### src/rtl/bpi_flash_read_fsm.sv
// Read engine of the BPI flash AXI slave: issues one flash read per word of a
// decoded burst and packs the returned words little-endian into AXI R beats.
module bpi_flash_read_fsm #(
  parameter int     C_AXI_WIDTH = 32,
  parameter int     C_MEM_WIDTH = 16,
  parameter longint C_MEM_SIZE  = 134217728,
  localparam int    AW = $clog2(8 * C_MEM_SIZE / C_MEM_WIDTH),
  localparam int    R  = C_AXI_WIDTH / C_MEM_WIDTH
) (
  input  logic                   clk,
  input  logic                   rst_n,
  input  logic                   enable,
  output logic                   active,
  input  logic [AW-1:0]          s_axis_rq_tdata,
  input  logic [8:0]             s_axis_rq_tuser,
  input  logic                   s_axis_rq_tvalid,
  output logic                   s_axis_rq_tready,
  output logic [AW-1:0]          m_axis_rd_tdest,
  output logic                   m_axis_rd_tvalid,
  input  logic                   m_axis_rd_tready,
  input  logic [C_MEM_WIDTH-1:0] s_axis_rd_tdata,
  input  logic                   s_axis_rd_tvalid,
  output logic                   s_axis_rd_tready,
  output logic [C_AXI_WIDTH-1:0] s_axi_rdata,
  output logic [1:0]             s_axi_rresp,
  output logic                   s_axi_rlast,
  output logic                   s_axi_rvalid,
  input  logic                   s_axi_rready
);

  localparam int KW = (R > 1) ? $clog2(R) : 1;

  typedef enum logic [1:0] {ST_IDLE, ST_REQ_MEM, ST_WAIT_DATA, ST_SEND_BEAT} state_t;

  state_t                 state_q, state_d;
  logic [AW-1:0]          op_addr_q, op_addr_d;
  logic                   op_error_q, op_error_d;
  logic                   ovf_q, ovf_d;
  logic                   beat_err_q, beat_err_d;
  logic [7:0]             beats_left_q, beats_left_d;
  logic [KW-1:0]          k_q, k_d;
  logic                   active_q, active_d;
  logic                   rq_tready_q, rq_tready_d;
  logic [AW-1:0]          rd_tdest_q, rd_tdest_d;
  logic                   rd_tvalid_q, rd_tvalid_d;
  logic                   rd_tready_q, rd_tready_d;
  logic [C_AXI_WIDTH-1:0] rdata_q, rdata_d;
  logic [1:0]             rresp_q, rresp_d;
  logic                   rlast_q, rlast_d;
  logic                   rvalid_q, rvalid_d;

  logic [AW:0]            word_sum, beat_sum;
  logic                   skip, last_k;
  logic                   word_done, slice_we;
  logic [C_MEM_WIDTH-1:0] slice_val;

  assign word_sum = {1'b0, op_addr_q} + {{(AW + 1 - KW){1'b0}}, k_q};
  assign beat_sum = {1'b0, op_addr_q} + (AW + 1)'(R);
  // A word is skipped for decode errors or once the burst has run off the top of flash.
  assign skip     = op_error_q | ovf_q | word_sum[AW];
  assign last_k   = (k_q == KW'(R - 1));

  always_comb begin
    state_d      = state_q;
    op_addr_d    = op_addr_q;
    op_error_d   = op_error_q;
    ovf_d        = ovf_q;
    beat_err_d   = beat_err_q;
    beats_left_d = beats_left_q;
    k_d          = k_q;
    active_d     = active_q;
    rq_tready_d  = rq_tready_q;
    rd_tdest_d   = rd_tdest_q;
    rd_tvalid_d  = rd_tvalid_q;
    rd_tready_d  = rd_tready_q;
    rdata_d      = rdata_q;
    rresp_d      = rresp_q;
    rlast_d      = rlast_q;
    rvalid_d     = rvalid_q;
    word_done    = 1'b0;
    slice_we     = 1'b0;
    slice_val    = '0;

    case (state_q)
      ST_IDLE: begin
        rq_tready_d = enable;
        active_d    = 1'b0;
        if (rq_tready_q && s_axis_rq_tvalid) begin
          op_addr_d    = s_axis_rq_tdata;
          op_error_d   = s_axis_rq_tuser[8];
          beats_left_d = s_axis_rq_tuser[7:0];
          k_d          = '0;
          ovf_d        = 1'b0;
          beat_err_d   = 1'b0;
          rq_tready_d  = 1'b0;
          active_d     = 1'b1;
          state_d      = ST_REQ_MEM;
          // First word of a good burst can never carry, so issue it straight away.
          if (!s_axis_rq_tuser[8]) begin
            rd_tvalid_d = 1'b1;
            rd_tdest_d  = s_axis_rq_tdata;
          end
        end
      end
      ST_REQ_MEM: begin
        if (rd_tvalid_q) begin
          if (m_axis_rd_tready) begin
            rd_tvalid_d = 1'b0;
            rd_tready_d = 1'b1;
            state_d     = ST_WAIT_DATA;
          end
        end else begin
          if (word_sum[AW]) ovf_d = 1'b1;
          if (skip) begin
            slice_we   = 1'b1;
            beat_err_d = 1'b1;
            word_done  = 1'b1;
          end else begin
            rd_tvalid_d = 1'b1;
            rd_tdest_d  = word_sum[AW-1:0];
          end
        end
      end
      ST_WAIT_DATA: begin
        if (rd_tready_q && s_axis_rd_tvalid) begin
          slice_we    = 1'b1;
          slice_val   = s_axis_rd_tdata;
          rd_tready_d = 1'b0;
          word_done   = 1'b1;
        end
      end
      ST_SEND_BEAT: begin
        if (s_axi_rready) begin
          rvalid_d   = 1'b0;
          rlast_d    = 1'b0;
          op_addr_d  = beat_sum[AW-1:0];
          if (beat_sum[AW]) ovf_d = 1'b1;
          k_d        = '0;
          beat_err_d = 1'b0;
          if (rlast_q) begin
            active_d = 1'b0;
            state_d  = ST_IDLE;
          end else begin
            beats_left_d = beats_left_q - 8'd1;
            state_d      = ST_REQ_MEM;
          end
        end
      end
      default: state_d = ST_IDLE;
    endcase

    if (word_done) begin
      if (last_k) begin
        rvalid_d = 1'b1;
        rresp_d  = (op_error_q || beat_err_d) ? 2'b10 : 2'b00;
        rlast_d  = (beats_left_q == 8'd0);
        state_d  = ST_SEND_BEAT;
      end else begin
        k_d     = k_q + KW'(1);
        state_d = ST_REQ_MEM;
      end
    end

    for (int i = 0; i < R; i++) begin
      if (slice_we && (k_q == KW'(i))) rdata_d[i*C_MEM_WIDTH +: C_MEM_WIDTH] = slice_val;
    end
  end

  always_ff @(posedge clk) begin
    if (!rst_n) begin
      state_q      <= ST_IDLE;
      op_addr_q    <= '0;
      op_error_q   <= 1'b0;
      ovf_q        <= 1'b0;
      beat_err_q   <= 1'b0;
      beats_left_q <= '0;
      k_q          <= '0;
      active_q     <= 1'b0;
      rq_tready_q  <= 1'b0;
      rd_tdest_q   <= '0;
      rd_tvalid_q  <= 1'b0;
      rd_tready_q  <= 1'b0;
      rdata_q      <= '0;
      rresp_q      <= 2'b00;
      rlast_q      <= 1'b0;
      rvalid_q     <= 1'b0;
    end else begin
      state_q      <= state_d;
      op_addr_q    <= op_addr_d;
      op_error_q   <= op_error_d;
      ovf_q        <= ovf_d;
      beat_err_q   <= beat_err_d;
      beats_left_q <= beats_left_d;
      k_q          <= k_d;
      active_q     <= active_d;
      rq_tready_q  <= rq_tready_d;
      rd_tdest_q   <= rd_tdest_d;
      rd_tvalid_q  <= rd_tvalid_d;
      rd_tready_q  <= rd_tready_d;
      rdata_q      <= rdata_d;
      rresp_q      <= rresp_d;
      rlast_q      <= rlast_d;
      rvalid_q     <= rvalid_d;
    end
  end

  assign active           = active_q;
  assign s_axis_rq_tready = rq_tready_q;
  assign m_axis_rd_tdest  = rd_tdest_q;
  assign m_axis_rd_tvalid = rd_tvalid_q;
  assign s_axis_rd_tready = rd_tready_q;
  assign s_axi_rdata      = rdata_q;
  assign s_axi_rresp      = rresp_q;
  assign s_axi_rlast      = rlast_q;
  assign s_axi_rvalid     = rvalid_q;

endmodule
### config.mk
export PLATFORM = sky130hd
export DESIGN_NAME = bpi_flash_read_fsm
export DESIGN_NICKNAME = d
export VERILOG_FILES = /design/src/rtl/bpi_flash_read_fsm.sv
export SDC_FILE = /design/constraint.sdc
export NUM_CORES = 1
export LEC_CHECK = 0
export ABC_AREA = 1
export BUFFER_PORTS_ARGS = -buffer_cell sky130_fd_sc_hd__buf_2
export CORE_MARGIN = 4
export CORE_UTILIZATION = 50
export CTS_CLUSTER_DIAMETER = 40
export DETAILED_ROUTE_END_ITERATION = 16
export PLACE_DENSITY_LB_ADDON = 0.3
export SYNTH_ARGS = -nofsm -noshare
export SYNTH_HDL_FRONTEND = slang
export SYNTH_SLANG_ARGS = --single-unit
### constraint.sdc
create_clock -name clk -period 1.7 [get_ports clk]
set_input_delay 0.17 -clock clk [delete_from_list [all_inputs] [get_ports clk]]
set_output_delay 0.17 -clock clk [all_outputs]
set_load 0.005 [all_outputs]
After elaboration in Yosys (flattened, before gate mapping)
Cells that the tools add are included.
{ "classes": {"addsub": 4, "eq_ne": 19, "n_mux": 66, "bitwise": 3, "n_reduce_logical": 22} }
{ "ops": {"columns": ["op", "count"], "rows": [
  ["2-to-1 mux 26 bit", 6],
  ["one-hot mux 26 bit (2 select lines)", 2],
  ["2-to-1 mux 1 bit", 37],
  ["2-to-1 mux 16 bit", 2],
  ["adder 26 x 1 -> 27 bit", 1],
  ["adder 26 x 2 -> 27 bit (second input constant)", 1],
  ["2-to-1 mux 8 bit", 3],
  ["!= test 2 bit (second input constant)", 12],
  ["one-hot mux 8 bit (2 select lines)", 1],
  ["2-to-1 mux 2 bit", 7],
  ["!= test 3 bit (second input constant)", 4],
  ["one-hot mux 1 bit (2 select lines)", 5],
  ["AND reduction 5 bit", 2],
  ["AND reduction 3 bit", 3],
  ["zero test 8 bit", 1],
  ["AND reduction 4 bit", 2],
  ["subtractor 8 x 1 -> 8 bit (second input constant)", 1],
  ["one-hot mux 1 bit (3 select lines)", 2],
  ["one-hot mux 2 bit (3 select lines)", 1],
  ["AND reduction 6 bit", 1],
  ["nonzero test 2 bit", 3],
  ["== test 2 bit (second input constant)", 2],
  ["logical AND 1 bit", 4],
  ["AND reduction 2 bit", 2],
  ["8 further kinds", 9]
]} }
{ "totals": {"ff_bits": 106, "inputBits": 58, "out_inout_bits": 66, "elab_cells": 131} }

Logic depth before layout (Yosys ltp)
{ "logic_depth": {"ltp_word": 7, "depth_mapped": 15} }

Worst setup path before layout
OpenSTA, ideal clock, no wires.
{ "synth_path": {"path_kind": "flip-flop to flip-flop", "from": "reg k_q", "to": "reg rd_tdest_q[0], in the netlist m_axis_rd_tdest[0]", "arrival_ns": 1.784, "t_required_ns": 1.584, "setup_slack_ns": -0.199, "path_stages_with_launch": 16, "path_cell_list": "dfxtp_1 > ha_1 > ha_1 > nand3_2 > nor2_4 > nand2_1 > inv_2 > nand2_2 > nand2_2 > nand2_1 > nand2_2 > inv_2 > buf_4 > buf_6 > nor2_1 > nor2_1"} }
{ "synth_via": {"elab_chain_len": 4, "elab_cells_between_ends": 7, "cone_classes": "add/sub: 1; eq/ne: 1; mux: 3; bitwise: 1; reduce/logical: 1"} }
{ "synth_rtl": {"columns": ["item", "line", "source"], "rows": [
  ["start: declaration", "41", "logic [KW-1:0] k_q, k_d;"],
  ["start signal: assignment", "194", "k_q <= k_d;"],
  ["adder 26 x 1 -> 27 bit (*)", "57", "assign word_sum = {1'b0, op_addr_q} + {{(AW + 1 - KW){1'b0}}, k_q};"],
  ["bitwise OR 1 bit or 2-to-1 mux 26 bit (tied branches)", "60, 114", null],
  ["!= test 2 bit (no source line) or 2-to-1 mux 26 bit (tied branches)", null, null],
  ["AND reduction 5 bit (no source line) or one-hot mux 26 bit (2 select lines) (tied branches)", null, null],
  ["end signal: assignment", "197", "rd_tdest_q <= rd_tdest_d;"],
  ["end: declaration", "44", "logic [AW-1:0] rd_tdest_q, rd_tdest_d;"]
]} }
Mark *: on every way between the ends. The rest lies on a longest branch, timed or not. The select of a mux whose other input is x is not followed.
A chain may end at the register's enable or synchronous reset.

Final worst setup path
{ "layout_path": {"from": "reg k_q", "to": "reg rdata_q[25], in the netlist s_axi_rdata[25]"} }
{ "layout_via": {"elab_chain_len": 6} }
{ "layout_rtl": {"columns": ["item", "line", "source"], "rows": [
  ["adder 26 x 1 -> 27 bit", "57", null],
  ["bitwise OR 1 bit", "60", "assign skip = op_error_q | ovf_q | word_sum[AW];"],
  ["2-to-1 mux 1 bit", "114", "if (skip) begin"],
  ["2-to-1 mux 1 bit", "106", "if (rd_tvalid_q) begin"],
  ["one-hot mux 1 bit (2 select lines)", "84", "case (state_q)"],
  ["logical AND 1 bit (*)", "165", "if (slice_we && (k_q == KW'(i))) rdata_d[i*C_MEM_WIDTH +: C_MEM_WIDTH] = slice_val;"],
  ["end signal: assignment", "200", "rdata_q <= rdata_d;"],
  ["end: declaration", "47", "logic [C_AXI_WIDTH-1:0] rdata_q, rdata_d;"]
]} }
Mark *: on every way between the ends. The rest lies on a longest branch, timed or not.

==> out/results.md <==
| Parameter | This run |
|---|---|
| Status | complete, but fails checks |
| Violations in the final reports | setup timing |
| Leading cell types by total area after synthesis | sky130_fd_sc_hd__dfxtp_1 34%, sky130_fd_sc_hd__nand2_1 17%, sky130_fd_sc_hd__nor2_1 9.1%, sky130_fd_sc_hd__inv_1 7.4%, sky130_fd_sc_hd__a21oi_1 5.8% |
| Worst Path Arrival | 2180 ps |
| Iteration-0 DRC count of the detailed router | 872 |
| Largest area contributor in the netlist | sky130_fd_sc_hd__dfxtp_1 |
| Number of global-route vias before repair | 6,617 |
| Dominant register cell in the synthesized netlist | sky130_fd_sc_hd__dfxtp_1 |
| Hpwl dp | 14,100 µm |
| Power per cell area | 1190 nW/µm² |
| Overall die height | 119 µm |
| Multiplexer fraction of the synthesized cell area | 0% |
| Ys async rst share | 0% |
| Design area | 8580 µm² |
| Worst Slack Setup Final | -178 ps |
| Largest family of logic cells by synthesized area | simple AND/OR/NAND/NOR gates |
| Leak pwr | 3.96 nW |
| Die Outline Area | 14,200 µm² |
| Count of yosys warnings during synthesis | 0 |
| Critical Path End | s_axi_rdata[25] |
| Total design power | 10.2 mW |
| Crit-path leading delay family | simple AND/OR/NAND/NOR gates |
| Number of synthesized register bits | 105 |
| Logic depth of the worst path, buffers included | 14 |
| Total of buffers placed on input and output ports | 122 |
| Portion of synthesized cell area occupied by the leading cell type | 34.1% |
| CTS clock-pin slew for the worst setup and hold paths | 80 ps |
| Xor-xnor portion of the synthesized cell area | 2.84% |
| Start of the worst register-to-register path | k_q |
| Overflow after GRT | 0 |
| Crit path buffers/inverters | 2 |
| Total area of multi-input combinational cells | 3780 µm² |
| Core Footprint | 12,100 µm² |
| Flop2flop setup slack | -180 ps |
| H-Tree Depth | 3 |
| Combined global-route utilization of all metal layers | 28.4% |
| Footprint of the flip-flops and latches | 2120 µm² |
| Post-layout min period | 1880 ps |
| Hold/Removal Path Class | input port to flip-flop |
| Count of mapped cells out of synthesis | 996 |
| Post-route ant nets | 0 |
| Simple-gate share of the synthesized area | 34.6% |
| Number of violations of the max-capacitance limit | 0 |
| Most frequent cells after synthesis | 281 x sky130_fd_sc_hd__nand2_1, 150 x sky130_fd_sc_hd__nor2_1, 121 x sky130_fd_sc_hd__inv_1 |
| Pins over their slew limit | 0 |
| Area fraction in compound gates after synthesis | 14.8% |
| Floorplan die width | 119 µm |
| Critical Path Most Common Cell | sky130_fd_sc_hd__nand2_4 |
| Average wire length per cell after detail routing | 15.2 µm |
| Largest incremental delay on the critical path | 360 ps |
| Critical Path RT | 2000 ps |
| Final setup fails | 73 |
| Cell type of the slowest stage on the worst timing path | sky130_fd_sc_hd__dfxtp_2 |
| Total number of clock tree sinks | 105 |
| Cells on worst reg2reg path | 14 |
| Distinct cells, synth | 39 |
| Via-per-instance ratio | 5.25 |
| Signed area change from the synthesized netlist to the final layout | 39.2% |
| CP max FO | 5 |
| Fraction of layout cells with a size suffix above 1 | 30.0% |
| Cell with the most instances after synthesis | sky130_fd_sc_hd__nand2_1 |
| Post-detailed-placement cell area | 7660 µm² |
| DRC Markers | 0 |
| Critical Path Source Type | flip-flop |
| Vias | 7,186 |
| Clock tree from TritonCTS | built |
| Final cycle utilization of the critical path | 110% |
| Clk_skew | 13.4 ps |
| Critical Path End Type | flip-flop |
| Post-layout net count | 1,265 |
| Maximum number of pins on one net before global-route repair | 48 |
| RD Place Congestion | 0.989 |
| Number of antenna violations at the first check in global routing | 0 |
| Syn Std Cell Area | 6160 µm² |
| Clk Latency, worst-skew pair | 370 ps |
| Number of buffers added by the clock tree synthesis step | 9 |
| Worst setup path startpoint | k_q |
| Number of inserted filler cells in the final layout | 991 |
| Peak Freq | 533 MHz |
| Maximum clock path buffer count | 2 |
| Share of synthesized area occupied by flip-flops and latches | 34.1% |
| Adder-Cell Fraction of Synth Area | 2.03% |
| Routed wire length | 20,800 µm |
| Net Count, Synth | 1,064 |
| Root buffer cell | sky130_fd_sc_hd__clkbuf_16 |
| Ant. Diodes | 0 |
| EDFF count, synth | 0 |
| Starting density of the core | 51.1% |
| Worst-path cell chain | ha_4 -> ha_4 -> nand3_4 -> nor2_4 -> nand2_2 -> inv_2 -> nand2_4 -> nand2_4 -> nand2_4 -> nand2_8 -> nand3_2 -> nand2_1 -> inv_1 -> nor2_1 |
| Drt first pass iters | 6 |
| Worst flop-to-flop path endpoint | s_axi_rdata[25] |
| Average instance area after synthesis | 6.19 µm² |
| First-pass GRT wire length | 32,500 µm |
| Largest voltage drop on the vdd net | 604 µV |
| Number of hold-slack violations in the final timing report | 0 |
| Row Count | 40 |
| Class of the most critical setup path | flip-flop to flip-flop |
| Worst slack at placement | -157 ps |
| I/O pin count | 124 |
| Unrepaired setup endpoints after global routing | yes |
==> cells by family after synthesis <==
group | after synthesis
AND/OR/NAND/NOR | 512
buffers and inverters | 179
AO/OA/AOI/OAI | 169
flip-flops | 105
XOR/XNOR | 20
adder cells (fa/ha/maj) | 10
other | 1
==> how the worst min path moves through the flow <==
stage                                  start  cells past startpoint          endpoint  slack [ps]
final                                 enable                      3  s_axis_rq_tready          60
after global routing                  enable                      3  s_axis_rq_tready          70
after CTS                             enable                      3  s_axis_rq_tready          60
after detailed placement              enable                      3  s_axis_rq_tready         450
after global placement                 ovf_q                      2             ovf_q         430
after floorplan           s_axis_rq_tdata[1]                      2      op_addr_q[1]         320
==> area by class of cell <==
cell class	instances	area share (%)
Clock inverter	7	0.934
Clock buffer	9	2.63
Timing Repair Buffer	236	19.4
Sequential cell	105	24.7
Tap cell	168	2.45
Timing Repair inverter	1	0.0875
Inverter	126	5.75
Multi-Input combinational cell	718	44.1
==> power by group <==
part	internal (mW)	total (mW)	switching (mW)
Sequential	2.93	3.29	0.360
Combinational	2.01	4.76	2.75
Clock	1.05	2.16	1.11
==> repair_timing <==
item | 4_1_cts | 5_1_grt
cloned | 9 | 1
buffers inserted | 6 | 2
pin swaps | 13 | 20
endpoints found under the setup margin | 98 | 94
hold endpoints to repair | 0 | 0
gates resized for setup | 63 | 58
hold buffers | 0 | 0
==> per-stage QoR <==
step / setup TNS (ps) / hold slack (ps) / util [%] / std cells
finish: -7740 / 64.8 / 71.1 / 1370
detailed placement: -8260 / 447 / 63.5 / 1337
floorplan: -1580 / 324 / - / 996
global route: -15800 / 74.8 / 71.1 / 1370
global placement: -7010 / 432 / 63.5 / 1337
CTS: -2960 / 60.7 / 69.8 / 1368
==> registers in the layout, summed over array words and instances, names as in the netlist <==
signal            count
active                1
op_addr_q            26
s_axi_rlast           1
state_q               2
s_axi_rdata          32
k_q                   1
ovf_q                 1
s_axi_rresp           1
op_error_q            1
beats_left_q          8
m_axis_rd_tvalid      1
beat_err_q            1
m_axis_rd_tdest      26
s_axis_rq_tready      1
s_axis_rd_tready      1
s_axi_rvalid          1
==> worst register-to-register path: cells and delay by family (launching register included) <==
kind          cells  cell delay, ps
simple gates     10            1040
flops             1             360
fa+ha+maj         2             290
buf+inv           2             130
==> layout by cell type (no fill, tap or decap), types with 15 or more instances in the layout <==
cell and n:
sky130_fd_sc_hd__a21oi_1 63, sky130_fd_sc_hd__buf_2 122, sky130_fd_sc_hd__buf_4 94, sky130_fd_sc_hd__dfxtp_1 96
sky130_fd_sc_hd__inv_1 113, sky130_fd_sc_hd__nand2_1 269, sky130_fd_sc_hd__nand3_1 20, sky130_fd_sc_hd__nand4_1 30
sky130_fd_sc_hd__nor2_1 131, sky130_fd_sc_hd__nor2_2 15, sky130_fd_sc_hd__o21ai_0 54
==> per-layer routing <==
| layer | up-vias | GRT usage (%) | routed length [µm] | share of wire, % |
|---|---|---|---|---|
| met5 | - | 0 | 0 | 0 |
| met4 | 0 | 10.7 | 665 | 3.2 |
| met3 | 57 | 5.65 | 1890 | 9.1 |
| met2 | 335 | 44.9 | 9590 | 46 |
| met1 | 3231 | 38.2 | 8660 | 42 |
| li1 | 3563 | - | - | - |
Power figures use the tool's default switching activity.
